`config.mk`:
```
export PLATFORM = sky130hd
export DESIGN_NAME = keypad_scanner
export DESIGN_NICKNAME = d
export VERILOG_FILES = /design/src/rtl/keypad_pkg.sv /design/src/rtl/keypad_row_sync.sv /design/src/rtl/keypad_scanner.sv
export SDC_FILE = /design/constraint.sdc
export NUM_CORES = 1
export LEC_CHECK = 0
export CAP_MARGIN = 20
export CORE_AREA = 2 2 63 65
export CTS_CLUSTER_DIAMETER = 80
export DETAILED_ROUTE_END_ITERATION = 8
export DIE_AREA = 0 0 65 67
export PLACE_DENSITY = 0.8
export REMOVE_ABC_BUFFERS = 1
export SLEW_MARGIN = 25
export SYNTH_ARGS = -nofsm -noshare
export SYNTH_HDL_FRONTEND = slang
export SYNTH_HIERARCHICAL = 1
export SYNTH_SLANG_ARGS = --single-unit
```
`constraint.sdc`:
```
create_clock -name clk -period 3.6 [get_ports clk]
set_clock_uncertainty 0.1 [all_clocks]
set_input_delay 0.72 -clock clk [delete_from_list [all_inputs] [get_ports clk]]
set_output_delay 0.72 -clock clk [all_outputs]
set_load 0.02 [all_outputs]
```
`src/rtl/keypad_pkg.sv`:
```
`default_nettype none
//==============================================================================
// Module      : keypad_pkg
// Description : Shared definitions for the 4x4 matrix keypad scanner:
//               default timing parameters, FSM state encoding, the key map
//               indexed by {row,col}, and the row-priority helper.
// Revision    : 1.0 - initial release
//==============================================================================
package keypad_pkg;

   // Default timing: 1 ms per column at 100 MHz, four matching samples to
   // accept a press or a release.
   localparam int SCAN_TICKS_DEF       = 100000;
   localparam int DEBOUNCE_SAMPLES_DEF = 4;

   typedef enum logic [1:0] {
      ST_SCAN     = 2'd0,
      ST_DEBOUNCE = 2'd1,
      ST_HELD     = 2'd2
   } state_t;

   // Key map, element index = {row[1:0], col[1:0]}.
   localparam logic [0:15][3:0] c_key_map = {
      4'h1, 4'h2, 4'h3, 4'hA,   // row 0
      4'h4, 4'h5, 4'h6, 4'hB,   // row 1
      4'h7, 4'h8, 4'h9, 4'hC,   // row 2
      4'h0, 4'hF, 4'hE, 4'hD    // row 3
   };

   // Index of the lowest-numbered row that is low (active). Returns 0 when
   // no row is low; callers qualify with their own "any row low" test.
   function automatic logic [1:0] lowest_low_row(input logic [3:0] rows);
      logic [1:0] idx;
      idx = 2'd0;
      for (int i = 3; i >= 0; i--) begin
         if (!rows[i]) idx = 2'(i);
      end
      return idx;
   endfunction

endpackage
`default_nettype wire

```
`src/rtl/keypad_row_sync.sv`:
```
`default_nettype none
//==============================================================================
// Module      : keypad_row_sync
// Description : Two-flop synchronizer for the four active-low keypad rows.
//               Resets to all-high (no key pressed).
// Ports       : clk    - system clock
//               rst    - asynchronous active-high reset
//               i_rows - raw row lines, asynchronous to clk
//               o_rows - synchronized row lines
// Revision    : 1.0 - initial release
//==============================================================================
module keypad_row_sync (
   input  logic       clk,
   input  logic       rst,
   input  logic [3:0] i_rows,
   output logic [3:0] o_rows
);

   logic [3:0] r_meta;
   logic [3:0] r_sync;

   always_ff @(posedge clk or posedge rst) begin
      if (rst) begin
         r_meta <= 4'hF;
         r_sync <= 4'hF;
      end else begin
         r_meta <= i_rows;
         r_sync <= r_meta;
      end
   end

   assign o_rows = r_sync;

endmodule
`default_nettype wire

```
`src/rtl/keypad_scanner.sv`:
```
`default_nettype none
//==============================================================================
// Module      : keypad_scanner
// Description : 4x4 matrix keypad scanner. Drives one column low at a time,
//               samples the synchronized rows once per column window,
//               debounces press and release, and reports the key code with a
//               one-cycle valid strobe.
// Ports       : clk         - system clock
//               rst         - asynchronous active-high reset
//               i_rows      - row lines, active-low, asynchronous
//               o_cols      - column drive, active-low, exactly one bit low
//               o_key_code  - code of the last accepted key
//               o_key_valid - one-cycle pulse per accepted press
//               o_key_held  - high from acceptance until release debounced
// Revision    : 1.0 - initial release
//==============================================================================
module keypad_scanner
   import keypad_pkg::*;
#(
   parameter int SCAN_TICKS       = SCAN_TICKS_DEF,       // minimum 4
   parameter int DEBOUNCE_SAMPLES = DEBOUNCE_SAMPLES_DEF  // minimum 2
) (
   input  logic       clk,
   input  logic       rst,
   input  logic [3:0] i_rows,
   output logic [3:0] o_cols,
   output logic [3:0] o_key_code,
   output logic       o_key_valid,
   output logic       o_key_held
);

   localparam int TICK_W = $clog2(SCAN_TICKS);
   localparam int CNT_W  = $clog2(DEBOUNCE_SAMPLES + 1);

   localparam logic [TICK_W-1:0] c_tick_last = TICK_W'(SCAN_TICKS - 1);
   // Count value that, once one more matching sample arrives, completes
   // the debounce window.
   localparam logic [CNT_W-1:0]  c_cnt_last  = CNT_W'(DEBOUNCE_SAMPLES - 1);

   // Synchronized rows
   logic [3:0] w_rs;

   keypad_row_sync u_row_sync (
      .clk    (clk),
      .rst    (rst),
      .i_rows (i_rows),
      .o_rows (w_rs)
   );

   // Tick counter: free-running over one column window. The column only
   // changes on the sample cycle, so the wrap doubles as the restart.
   logic [TICK_W-1:0] r_tick;
   logic              w_sample;

   assign w_sample = (r_tick == c_tick_last);

   always_ff @(posedge clk or posedge rst) begin
      if (rst) begin
         r_tick <= '0;
      end else if (w_sample) begin
         r_tick <= '0;
      end else begin
         r_tick <= r_tick + TICK_W'(1);
      end
   end

   // FSM and datapath registers
   state_t           r_state,  w_state;
   logic [1:0]       r_col,    w_col;
   logic [3:0]       r_cols,   w_cols;
   logic [1:0]       r_row,    w_row;
   logic [CNT_W-1:0] r_cnt,    w_cnt;
   logic [3:0]       r_code,   w_code;
   logic             r_valid,  w_valid;
   logic             r_held,   w_held;

   logic             w_any_low;
   logic [1:0]       w_low_row;
   logic             w_advance;

   assign w_any_low = (w_rs != 4'hF);
   assign w_low_row = lowest_low_row(w_rs);

   always_ff @(posedge clk or posedge rst) begin
      if (rst) begin
         r_state <= ST_SCAN;
         r_col   <= 2'd0;
         r_cols  <= 4'b1110;
         r_row   <= 2'd0;
         r_cnt   <= '0;
         r_code  <= 4'h0;
         r_valid <= 1'b0;
         r_held  <= 1'b0;
      end else begin
         r_state <= w_state;
         r_col   <= w_col;
         r_cols  <= w_cols;
         r_row   <= w_row;
         r_cnt   <= w_cnt;
         r_code  <= w_code;
         r_valid <= w_valid;
         r_held  <= w_held;
      end
   end

   always_comb begin
      w_state   = r_state;
      w_col     = r_col;
      w_cols    = r_cols;
      w_row     = r_row;
      w_cnt     = r_cnt;
      w_code    = r_code;
      w_valid   = 1'b0;
      w_held    = r_held;
      w_advance = 1'b0;

      if (w_sample) begin
         case (r_state)
            ST_SCAN: begin
               if (!w_any_low) begin
                  w_advance = 1'b1;
               end else begin
                  w_row   = w_low_row;
                  w_cnt   = CNT_W'(1);
                  w_state = ST_DEBOUNCE;
               end
            end

            ST_DEBOUNCE: begin
               // The captured row must still be the winning low row;
               // anything else counts as a bounce and aborts the attempt.
               if (w_any_low && (w_low_row == r_row)) begin
                  if (r_cnt == c_cnt_last) begin
                     w_code  = c_key_map[{r_row, r_col}];
                     w_valid = 1'b1;
                     w_held  = 1'b1;
                     w_cnt   = '0;
                     w_state = ST_HELD;
                  end else begin
                     w_cnt = r_cnt + CNT_W'(1);
                  end
               end else begin
                  w_state   = ST_SCAN;
                  w_advance = 1'b1;
               end
            end

            ST_HELD: begin
               // Only the captured row matters here; other keys on the
               // frozen column are ignored.
               if (w_rs[r_row]) begin
                  if (r_cnt == c_cnt_last) begin
                     w_held    = 1'b0;
                     w_cnt     = '0;
                     w_state   = ST_SCAN;
                     w_advance = 1'b1;
                  end else begin
                     w_cnt = r_cnt + CNT_W'(1);
                  end
               end else begin
                  w_cnt = '0;
               end
            end

            default: begin
               w_state = ST_SCAN;
            end
         endcase
      end

      if (w_advance) begin
         w_col  = r_col + 2'd1;
         w_cols = ~(4'b0001 << w_col);
      end
   end

   assign o_cols      = r_cols;
   assign o_key_code  = r_code;
   assign o_key_valid = r_valid;
   assign o_key_held  = r_held;

endmodule
`default_nettype wire

```
==> results.txt <==
CTS buffer count -> 5
CP Data Required Time -> 3.67 ns
asr flop ratio synth -> 100%
slowest CP cell -> or4b_1
vias per inst -> 5.55
Post-DP HPWL -> 3100 um
CTS tree -> done
RD Place Congestion -> 0.985
DIE WIDTH -> 65 um
Largest stage delay, worst path -> 0.61 ns
clk buf depth -> 2
Worst-Margin Slew -> 0.671 ns
final design instance area without fill -> 0.00247 mm^2
FF+latch count, synth -> 44
Cell Rows -> 22
mapped cell area -> 0.00218 mm^2
Synthesis Warnings -> 6
DRC errors left -> 0
Initial Utilization -> 60.3%
Critical Path Sink Type -> flip-flop
die height -> 67 um
Area Growth Syn to Fin -> 13.5%
Layout Nets -> 242
final core utilization -> 68.5%
post-DR wirelength/cell -> 15.6 um
Reg2Reg Depth -> 5
hold path startpoint -> u_row_sync/r_meta[1]
Fin. Hold Viols -> 0
Root Buffer -> clkbuf_8
Antenna diodes -> 0
R2R Path End -> o_key_code[3]
Final Cycle Share -> 70.0%
via count -> 1,514
Die Area -> 0.00436 mm^2
max layer used -> met4
Final Critical Period -> 2.52 ns
hold depth -> 0
Max Fclk -> 397 MHz
Routed Antenna Nets -> 0
Mapped Avg Cell Area -> 10.7 um^2
crit-path max FO -> 8
Post-Route WL -> 4250 um
Synth cell types -> 42
area share of the largest cell type after synthesis -> 38.0%
register area share after synthesis -> 51.2%
R2R Setup Slk -> 1.08 ns
vias in the first global route -> 1,582
Post-CTS Hold Buffers -> 0
Slew HR -> 54.9%
Worst Path Arrival -> 2.59 ns
top area cells in the synthesized netlist -> dfrtp_1, dfstp_2, ha_1, xnor2_1, nand2_1
io pins -> 16
final setup vio count -> 0
Met1 Wirelength -> 1880 um
Worst-path clk slew -> 0.09 ns
Startpoint Class -> flip-flop
share of cells above drive strength 1 -> 14.2%
status -> finished clean
Post-CTS Resized -> 0
main flop type after synthesis -> dfrtp_1
max_cap viols -> 0
first-pass GRT wire length -> 7410 um
kind of critical path -> flip-flop to flip-flop
drt initial violations -> 118
Hold Crit Class -> flip-flop to flip-flop
I/O Buffers -> 15
cell taking the most area after synthesis -> dfrtp_1
met2 wire len -> 2110 um
cells after synthesis -> 204
largest net degree at the start of global routing -> 21
post-CTS setup buffers -> 0
CP Cell Sequence -> or4b_1 > nor4_2 > o2111ai_1 > nand2_1 > o21ai_0
CTS HTree Levels -> 2
initial antenna violation count -> 0
met3 WL -> 201 um
EDFF count, synth -> 0
setup_tns -> 0 ns
Power Density -> 343 mW/mm^2
Slew Viols, Final -> 0
GRT Util Overall -> 23.2%
Worst Hold Path EP -> u_row_sync/o_rows[1]
Clock Sink Count -> 44
clk_lat worst skew -> 0.30 ns
Worst VDD drop -> 262 uV
P_leak -> 1.09 nW
placed cell area -> 0.00238 mm^2
RSZ-0062 raised after global routing -> no
core footprint -> 0.00361 mm^2
worst r2r src -> r_tick[13]
grt ovf -> 0
first-pass iteration count of the detailed router -> 4
## synth_stat cells, types with 2 or more instances
master	n
xor2_1	6
nor4_2	2
nand2b_1	2
nor2b_1	2
nor2_1	13
nand2_1	22
nand4_1	3
nor3_1	3
o21ai_0	8
inv_1	16
or3_1	2
nand4b_1	2
nand3_1	10
xnor2_1	11
nand3b_1	2
mux2i_1	6
or2_2	4
ha_1	12
a21oi_1	9
buf_2	2
dfstp_2	11
mux2_2	2
dfrtp_1	33
and3_1	3
## report_power, final
group	internal (mW)	switching (mW)	leakage (nW)	total, mW
logic	0.00837	0.0132	0.479	0.0215
clock network	0.153	0.167	0.0510	0.320
registers	0.502	0.00356	0.562	0.506
total	0.664	0.184	1.09	0.848
## worst max-delay path by stage
stage | start | to | slack, ns | depth (start not counted)
final | r_tick[13] | o_key_code[3] | 1.08 | 5
after global routing | r_tick[5] | o_key_code[0] | 0.78 | 5
after CTS | r_tick[5] | o_key_code[3] | 1.08 | 5
after detailed placement | r_tick[13] | o_key_code[3] | 1.09 | 5
after global placement | r_tick[13] | r_col[1] | 1.20 | 5
after floorplan | r_tick[13] | o_key_code[0] | 1.10 | 5
## critical path, delay by kind of cell (launching register included)
kind,cells,cell delay (ns)
AND/OR/NAND/NOR,3,1.35
AO/OA/AOI/OAI,2,0.51
flip-flops,1,0.42
## sequential cells by signal (all words and copies together), names as in the netlist
register           count
r_state                2
u_row_sync/r_meta      4
o_key_held             1
o_key_code             4
o_key_valid            1
r_col                  2
u_row_sync/o_rows      4
r_row                  2
o_cols                 4
r_cnt                  3
r_tick                17
## per-layer routing
metal	GRT usage (%)	up-vias
li1	-	732
met1	27.6	735
met2	38.4	42
met3	6.93	5
met4	11.4	0
met5	0	-
## metrics by stage
stage / cells / power (mW) / worst slack, ns / hold slack (ns)
6_report: 273 / 0.848 / 1.08 / 0.258
5_1_grt: 273 / 0.881 / 0.776 / 0.255
4_1_cts: 273 / 0.853 / 1.08 / 0.260
3_3_place_gp: 265 / 0.536 / 1.20 / 0.246
2_1_floorplan: 200 / 0.526 / 1.10 / 0.245
3_5_place_dp: 265 / 0.537 / 1.09 / 0.248
## cells by family after synthesis
logic type                 share of synthesized area (%)
and+or+nand+nor                                     18.3
DFF                                                 51.2
AOI/OAI and AO/OA                                   7.30
buffers and inverters                               3.91
xor gates and xnor gates                            6.84
adders and majority gates                           6.90
muxes                                               5.52
## cell usage in the layout (no fill, tap or decap), types with 3 or more instances in the layout
master / count
inv_1: 16
mux2i_1: 6
o21ai_0: 8
nand3_1: 10
xnor2_1: 11
nand2_1: 22
nor3_1: 3
or2_2: 4
nor2_1: 13
and3_1: 3
xor2_1: 6
dfstp_2: 11
ha_1: 12
clkbuf_8: 6
clkdlybuf4s50_1: 15
nand4_1: 3
a21oi_1: 9
dfrtp_1: 33
## final cells by class
class                           count  area, um^2
Clock buffer                        6        82.6
Clock inverter                      2        10.0
Fill cell                         286        1140
Inverter                           16        60.1
Multi-Input combinational cell    140         976
Sequential cell                    44        1110
Tap cell                           48        60.1
Timing Repair Buffer               17         165
Power figures use the tool's default switching activity.
